<file path="src/rtl/apb_periodic_scheduler.sv">
// N_CH periodic channels arbitrated round-robin into a single APB write master.
// Optional READBACK_EN: each successful write is verified by an APB read of the same address.
module apb_periodic_scheduler #(
  parameter int                N_CH        = 4,
  parameter int                CNT_W       = 32,
  parameter int                DATA_W      = 32,
  parameter int                ADDR_W      = 12,
  parameter logic [ADDR_W-1:0] BASE_ADDR   = 12'h100,
  parameter logic [ADDR_W-1:0] ADDR_STRIDE = 12'h010,
  parameter int                TIMEOUT_CYC = 64
) (
  input  logic                   CLK,
  input  logic                   RST,
  input  logic                   enable,
  input  logic [N_CH*CNT_W-1:0]  period_cfg,
  output logic [ADDR_W-1:0]      m_apb_paddr,
  output logic                   m_apb_psel,
  output logic                   m_apb_penable,
  output logic                   m_apb_pwrite,
  output logic [DATA_W-1:0]      m_apb_pwdata,
  output logic [DATA_W/8-1:0]    m_apb_pstrb,
  input  logic                   m_apb_pready,
  input  logic                   m_apb_pslverr,
  input  logic [DATA_W-1:0]      m_apb_prdata,
`ifdef READBACK_EN
  output logic [DATA_W-1:0]      rd_data,
  output logic                   rd_valid,
`endif
  output logic                   busy,
  output logic [N_CH-1:0]        sent_pulse,
  output logic [15:0]            drop_cnt,
  output logic                   err_sticky,
  output logic [2:0]             err_ch
);

  localparam int CH_W = (N_CH > 1) ? $clog2(N_CH) : 1;
  localparam int TW   = $clog2(TIMEOUT_CYC + 1);

  typedef enum logic [1:0] {IDLE, SETUP, ACCESS} state_t;
  state_t state, state_nxt;

  logic [CNT_W-1:0]  cnt     [N_CH];
  logic [DATA_W-1:0] payload [N_CH];
  logic [N_CH-1:0]   pend, expire, clr, drop;
  logic [CH_W-1:0]   ptr, cur, gnt;
  logic [DATA_W-1:0] gnt_data;
  logic [TW-1:0]     tmo_cnt;
  logic [16:0]       drop_sum;
  logic              rd_phase;
  logic              tmo_hit, done, ok, to_read, fin, fin_ok, fin_err;

  always_comb begin
    tmo_hit = (state == ACCESS) && !m_apb_pready && (tmo_cnt == TW'(TIMEOUT_CYC - 1));
    done    = (state == ACCESS) && (m_apb_pready || tmo_hit);
    ok      = done && m_apb_pready && !m_apb_pslverr;
`ifdef READBACK_EN
    // the write phase hands over to the read phase; the channel finishes on the read
    to_read = ok && !rd_phase;
    fin     = done && !to_read;
    fin_ok  = ok && rd_phase;
    fin_err = (done && !ok) || (fin_ok && (m_apb_prdata != m_apb_pwdata));
`else
    to_read = 1'b0;
    fin     = done;
    fin_ok  = ok;
    fin_err = done && !ok;
`endif
  end

  always_comb begin
    logic [2*N_CH-1:0] rot;
    int unsigned       g;
    rot = {pend, pend} >> ptr;
    g   = 0;
    // descending scan so the lowest rotated offset wins
    for (int unsigned k = N_CH; k > 0; k--) begin
      if (rot[k-1]) begin
        g = 32'(ptr) + k - 1;
        if (g >= N_CH) g = g - N_CH;
      end
    end
    gnt      = CH_W'(g);
    gnt_data = '0;
    for (int unsigned i = 0; i < N_CH; i++) begin
      if (CH_W'(i) == gnt) gnt_data = payload[i];
    end
  end

  always_comb begin
    expire   = '0;
    clr      = '0;
    drop     = '0;
    drop_sum = {1'b0, drop_cnt};
    for (int unsigned i = 0; i < N_CH; i++) begin
      expire[i] = enable && (period_cfg[i*CNT_W +: CNT_W] != '0) &&
                  (cnt[i] == period_cfg[i*CNT_W +: CNT_W] - 1'b1);
      clr[i]    = fin && (CH_W'(i) == cur);
      drop[i]   = expire[i] && pend[i] && !clr[i];
      drop_sum  = drop_sum + 17'(drop[i]);
    end
  end

  always_ff @(posedge CLK) begin
    if (RST) state <= IDLE;
    else     state <= state_nxt;
  end

  always_comb begin
    state_nxt     = state;
    m_apb_psel    = 1'b0;
    m_apb_penable = 1'b0;
    m_apb_pwrite  = 1'b0;
    case (state)
      IDLE:   if (|pend) state_nxt = SETUP;
      SETUP: begin
        m_apb_psel   = 1'b1;
        m_apb_pwrite = !rd_phase;
        state_nxt    = ACCESS;
      end
      ACCESS: begin
        m_apb_psel    = 1'b1;
        m_apb_penable = 1'b1;
        m_apb_pwrite  = !rd_phase;
        if (done) state_nxt = to_read ? SETUP : IDLE;
      end
      default: state_nxt = IDLE;
    endcase
    m_apb_pstrb = {(DATA_W/8){m_apb_pwrite}};
    busy        = (state != IDLE);
  end

  always_ff @(posedge CLK) begin
    if (RST) begin
      for (int unsigned i = 0; i < N_CH; i++) begin
        cnt[i]     <= '0;
        payload[i] <= '0;
      end
      pend         <= '0;
      ptr          <= '0;
      cur          <= '0;
      m_apb_paddr  <= '0;
      m_apb_pwdata <= '0;
      tmo_cnt      <= '0;
      sent_pulse   <= '0;
      drop_cnt     <= '0;
      err_sticky   <= 1'b0;
      err_ch       <= '0;
    end else begin
      for (int unsigned i = 0; i < N_CH; i++) begin
        // a shrunk period restarts the counter without an expiry
        if (enable) begin
          if (expire[i] || (cnt[i] >= period_cfg[i*CNT_W +: CNT_W])) cnt[i] <= '0;
          else                                                       cnt[i] <= cnt[i] + 1'b1;
        end
        if (clr[i] && fin_ok) payload[i] <= payload[i] + 1'b1;
      end
      pend       <= expire | (pend & ~clr);
      drop_cnt   <= drop_sum[16] ? 16'hFFFF : drop_sum[15:0];
      sent_pulse <= fin_ok ? clr : '0;
      tmo_cnt    <= (state == ACCESS && !done) ? tmo_cnt + 1'b1 : '0;
      if (state == IDLE && |pend) begin
        cur          <= gnt;
        m_apb_paddr  <= BASE_ADDR + ADDR_W'(gnt) * ADDR_STRIDE;
        m_apb_pwdata <= gnt_data;
      end
      if (fin) begin
        if (int'(cur) == N_CH - 1) ptr <= '0;
        else                       ptr <= cur + 1'b1;
      end
      if (fin_err) begin
        err_sticky <= 1'b1;
        err_ch     <= 3'(cur);
      end
    end
  end

`ifdef READBACK_EN
  always_ff @(posedge CLK) begin
    if (RST) begin
      rd_phase <= 1'b0;
      rd_data  <= '0;
      rd_valid <= 1'b0;
    end else begin
      rd_valid <= fin_ok;
      if (fin_ok) rd_data <= m_apb_prdata;
      if (to_read)  rd_phase <= 1'b1;
      else if (fin) rd_phase <= 1'b0;
    end
  end
`else
  logic prdata_unused;
  assign rd_phase      = 1'b0;
  assign prdata_unused = ^m_apb_prdata;
`endif

endmodule

</file>
<file path="config.mk">
export PLATFORM = sky130hd
export DESIGN_NAME = apb_periodic_scheduler
export DESIGN_NICKNAME = d
export VERILOG_FILES = /design/src/rtl/apb_periodic_scheduler.sv
export SDC_FILE = /design/constraint.sdc
export NUM_CORES = 1
export LEC_CHECK = 0
export BUFFER_PORTS_ARGS = -buffer_cell sky130_fd_sc_hd__buf_4
export CORE_AREA = 2 2 213 215
export DETAILED_ROUTE_END_ITERATION = 8
export DIE_AREA = 0 0 215 217
export HOLD_SLACK_MARGIN = 0.12
export PLACE_DENSITY = 0.89
export SKIP_CTS_REPAIR_TIMING = 1
export SLEW_MARGIN = 20
export SYNTH_ARGS = -nofsm -noshare
export SYNTH_HDL_FRONTEND = slang
export SYNTH_SLANG_ARGS = --single-unit
</file>
<file path="constraint.sdc">
create_clock -name CLK -period 7.95 [get_ports CLK]
set_clock_uncertainty 0.15 [all_clocks]
set_input_delay 0.795 -clock CLK [delete_from_list [all_inputs] [get_ports CLK]]
set_output_delay 0.795 -clock CLK [all_outputs]
set_load 0.02 [all_outputs]
</file>
==> results.json <==
{
  "status": "finished, final reports clean",
  "grt_pass1_vias": 22319,
  "ys_ff_latch": 329,
  "r2r_start": "cnt[2][0]",
  "overflow": 0,
  "internal_power_mw": 3.26,
  "p_switching_mw": 1.25,
  "vias": 23455,
  "synth_cells": 3088,
  "syn2layout_area_growth_pct": 12.2,
  "diodes": 0,
  "layout_common_cells": "nor2_1, nand2_1, edfxtp_1, buf_4, xnor2_1",
  "async_reset_ff_frac": 0,
  "slew_headroom": 0.369,
  "wl_met2_um": 31400,
  "cts.reportedPaths.clkPinSlew_ns": 0.05,
  "path_class": "in2reg",
  "place_inst": 3768,
  "routedWlPerCell_um": 17.2,
  "fp.dieW_um": 215,
  "highest_layer": "met4",
  "hold_ws_ns": 0.295,
  "worstReg2RegEnd": "drop_cnt[9]",
  "rrSetupSlack_ns": 2.09,
  "drc": 0,
  "cp_max_fo": 13,
  "mostFrequentLayoutCell": "nor2_1",
  "core_mm2": 0.0447,
  "ys_seq_area_frac": 0.348,
  "antenna_found_initial": 1,
  "grt_pass1_wl_um": 110000,
  "gr-usage-all-layers": 0.281,
  "cts.sinks": 329,
  "io_pins": 241,
  "syn_avg_cell_area_um2": 8.50,
  "die_area_mm2": 0.0467,
  "viasPerCell": 6.10,
  "initialDrtViolationCount": 1987,
  "ant_nets": 0,
  "cp-end-kind": "flip-flop",
  "clock_path_buffers": 3,
  "fp.dieH_um": 217,
  "routed_wl_um": 66200,
  "cts_tree": "built",
  "arrival_ns": 6.67,
  "synth.cell_area_mm2": 0.0263,
  "period_minus_slack_ns": 6.41,
  "synth-edff-count": 256,
  "synth_flop_cell": "edfxtp_1",
  "start_kind": "input pin",
  "maxCapViolCount": 0,
  "drive_gt1_frac": 0.106,
  "wl_met3_um": 4680,
  "clock_latency_ns": 0.59,
  "nets": 3528,
  "period_share": 0.807,
  "comb_power_share": 0.140,
  "synth_cell_type_count": 88,
  "swShare": 0.277,
  "hp-class": "reg2reg",
  "dpl.hpwl_um": 48000,
  "grt_start_max_net_pins": 72,
  "cts-buffers-inserted": 40,
  "finalHoldViolations": 0,
  "fin_tns_setup_ns": 0,
  "power.density_mw_per_mm2": 153,
  "rr_worst_depth": 19,
  "initial_core_util": 0.588,
  "leakage_nw": 11.7,
  "fmax_mhz": 156,
  "whs_endpoint": "tmo_cnt[0]",
  "route.layer.met1.wl_um": 28200,
  "finalSetupViolations": 0,
  "worst_pin_slew_ns": 0.946,
  "power_frac_clock": 0.409,
  "seq_power_share": 0.452,
  "vdd_drop_max_mv": 0.196,
  "required_ns": 8.20,
  "hold_depth": 1,
  "layout.cells.non_filler": 3842,
  "row_count": 78,
  "first_pass_iters": 6,
  "cts_max_level": 2,
  "rsz0062_at_grt": "false",
  "gp_congestion": 0.976,
  "port_buffers": 198,
  "hold_start": "tmo_cnt[0]",
  "synth_warnings": 0,
  "cts-root-buf": "clkbuf_16",
  "drv_slew": 0
}
[flip-flops by register name, indices dropped and copies added (netlist names), 4 cells and up]
register,cells
pend,4
drop_cnt,16
cnt,128
m_apb_pwdata,32
tmo_cnt,7
sent_pulse,4
payload,128
[routing by layer]
metal,track usage,vias up
met2,0.478,892
met4,0.0954,0
li1,-,11350
met1,0.371,11073
met3,0.0369,140
met5,0,-
[synthesized netlist by cell type (7+ instances only)]
library cell,instances,area (um2)
nand4b_1,8,70.1
edfxtp_1,256,7690
or4_1,31,233
nor2_2,11,68.8
o21a_1,8,60.1
o21ai_0,43,215
ha_1,149,1860
mux2i_1,8,80.1
a21oi_1,122,611
and3_1,64,400
a211oi_1,51,383
nor2_1,397,1490
a311oi_1,34,298
buf_6,7,78.8
dfxtp_1,73,1460
buf_4,15,113
xnor2_1,206,1800
nand2b_1,15,93.8
nand4_1,109,682
buf_2,8,40.0
a31oi_1,12,75.1
nor4b_1,16,140
a21o_1,60,450
a2111oi_0,12,105
o2111ai_1,8,70.1
or3_1,37,231
nand3_1,193,966
o31ai_1,13,97.6
xor2_1,187,1640
and2_1,43,269
o211ai_1,11,82.6
nor3b_1,11,82.6
nor3_1,63,315
nand2_1,302,1130
and4_1,23,201
inv_1,171,642
nor2b_1,14,87.6
clkbuf_1,113,424
nor4_1,52,325
o21bai_1,7,52.6
or2_2,13,81.3
buf_1,7,26.3
[worst max-delay path by stage]
stage                   end  slack (ns)           start  cells past startpoint
3_5_place_dp   drop_cnt[11]        0.91  period_cfg[69]                     19
4_1_cts         drop_cnt[9]        1.51  period_cfg[69]                     19
3_3_place_gp    drop_cnt[1]        0.96  period_cfg[69]                     19
2_1_floorplan  drop_cnt[10]        1.79  period_cfg[70]                     21
5_1_grt         drop_cnt[3]        0.99   period_cfg[1]                     21
6_report        drop_cnt[9]        1.54   period_cfg[1]                     21
[kinds of logic after synthesis]
logic type | share of synthesized area
buffers and inverters | 0.0506
DFF | 0.348
adders and majority gates | 0.0733
other | 0.000143
and+or+nand+nor | 0.274
AOI/OAI and AO/OA | 0.118
xor gates and xnor gates | 0.131
muxes | 0.00434
[power by group through the flow]
| stage | clock, mW | sequential [mW] | combinational, mW |
|---|---|---|---|
| 3_3_place_gp | 0 | 2.06 | 0.602 |
| 3_5_place_dp | 0 | 2.06 | 0.617 |
| 6_report | 1.84 | 2.03 | 0.629 |
| 2_1_floorplan | 0 | 2.02 | 0.443 |
| 4_1_cts | 1.88 | 2.03 | 0.622 |
| 5_1_grt | 1.94 | 2.04 | 0.702 |
[critical path, stage by stage]
cell and delay, ns:
buf_4 0.11, inv_1 0.07, ha_1 0.25, nor4b_2 0.54, nand4_1 0.26, nor4_1 0.35, xor2_1 0.11, a2111oi_0 0.42
or4b_1 0.49, nor4_1 0.57, nand2_1 0.16, fa_1 0.53, inv_1 0.05, fa_1 0.46, fa_1 0.41, and3_1 0.20
nand2_1 0.08, nor2_1 0.08, and3_1 0.22, nand2_1 0.36, a21oi_1 0.12
[per-stage QoR]
stage	power (mW)	utilization	setup slack [ns]	cell area, um2
after detailed placement	2.68	0.629	0.908	28100
after global routing	4.68	0.659	0.985	29500
after CTS	4.53	0.658	1.51	29400
after floorplan	2.47	-	1.79	26300
after global placement	2.66	0.629	0.956	28100
final	4.50	0.659	1.54	29500
[cell type report]
type | count | area [um2]
clock buffer | 51 | 1140
clock inverter | 22 | 193
fill | 3617 | 15200
inverter | 171 | 642
multi-input combinational | 2446 | 15900
sequential | 329 | 9150
tap | 600 | 751
timing repair buffer | 223 | 1680
(Power assumes the default switching activity.)
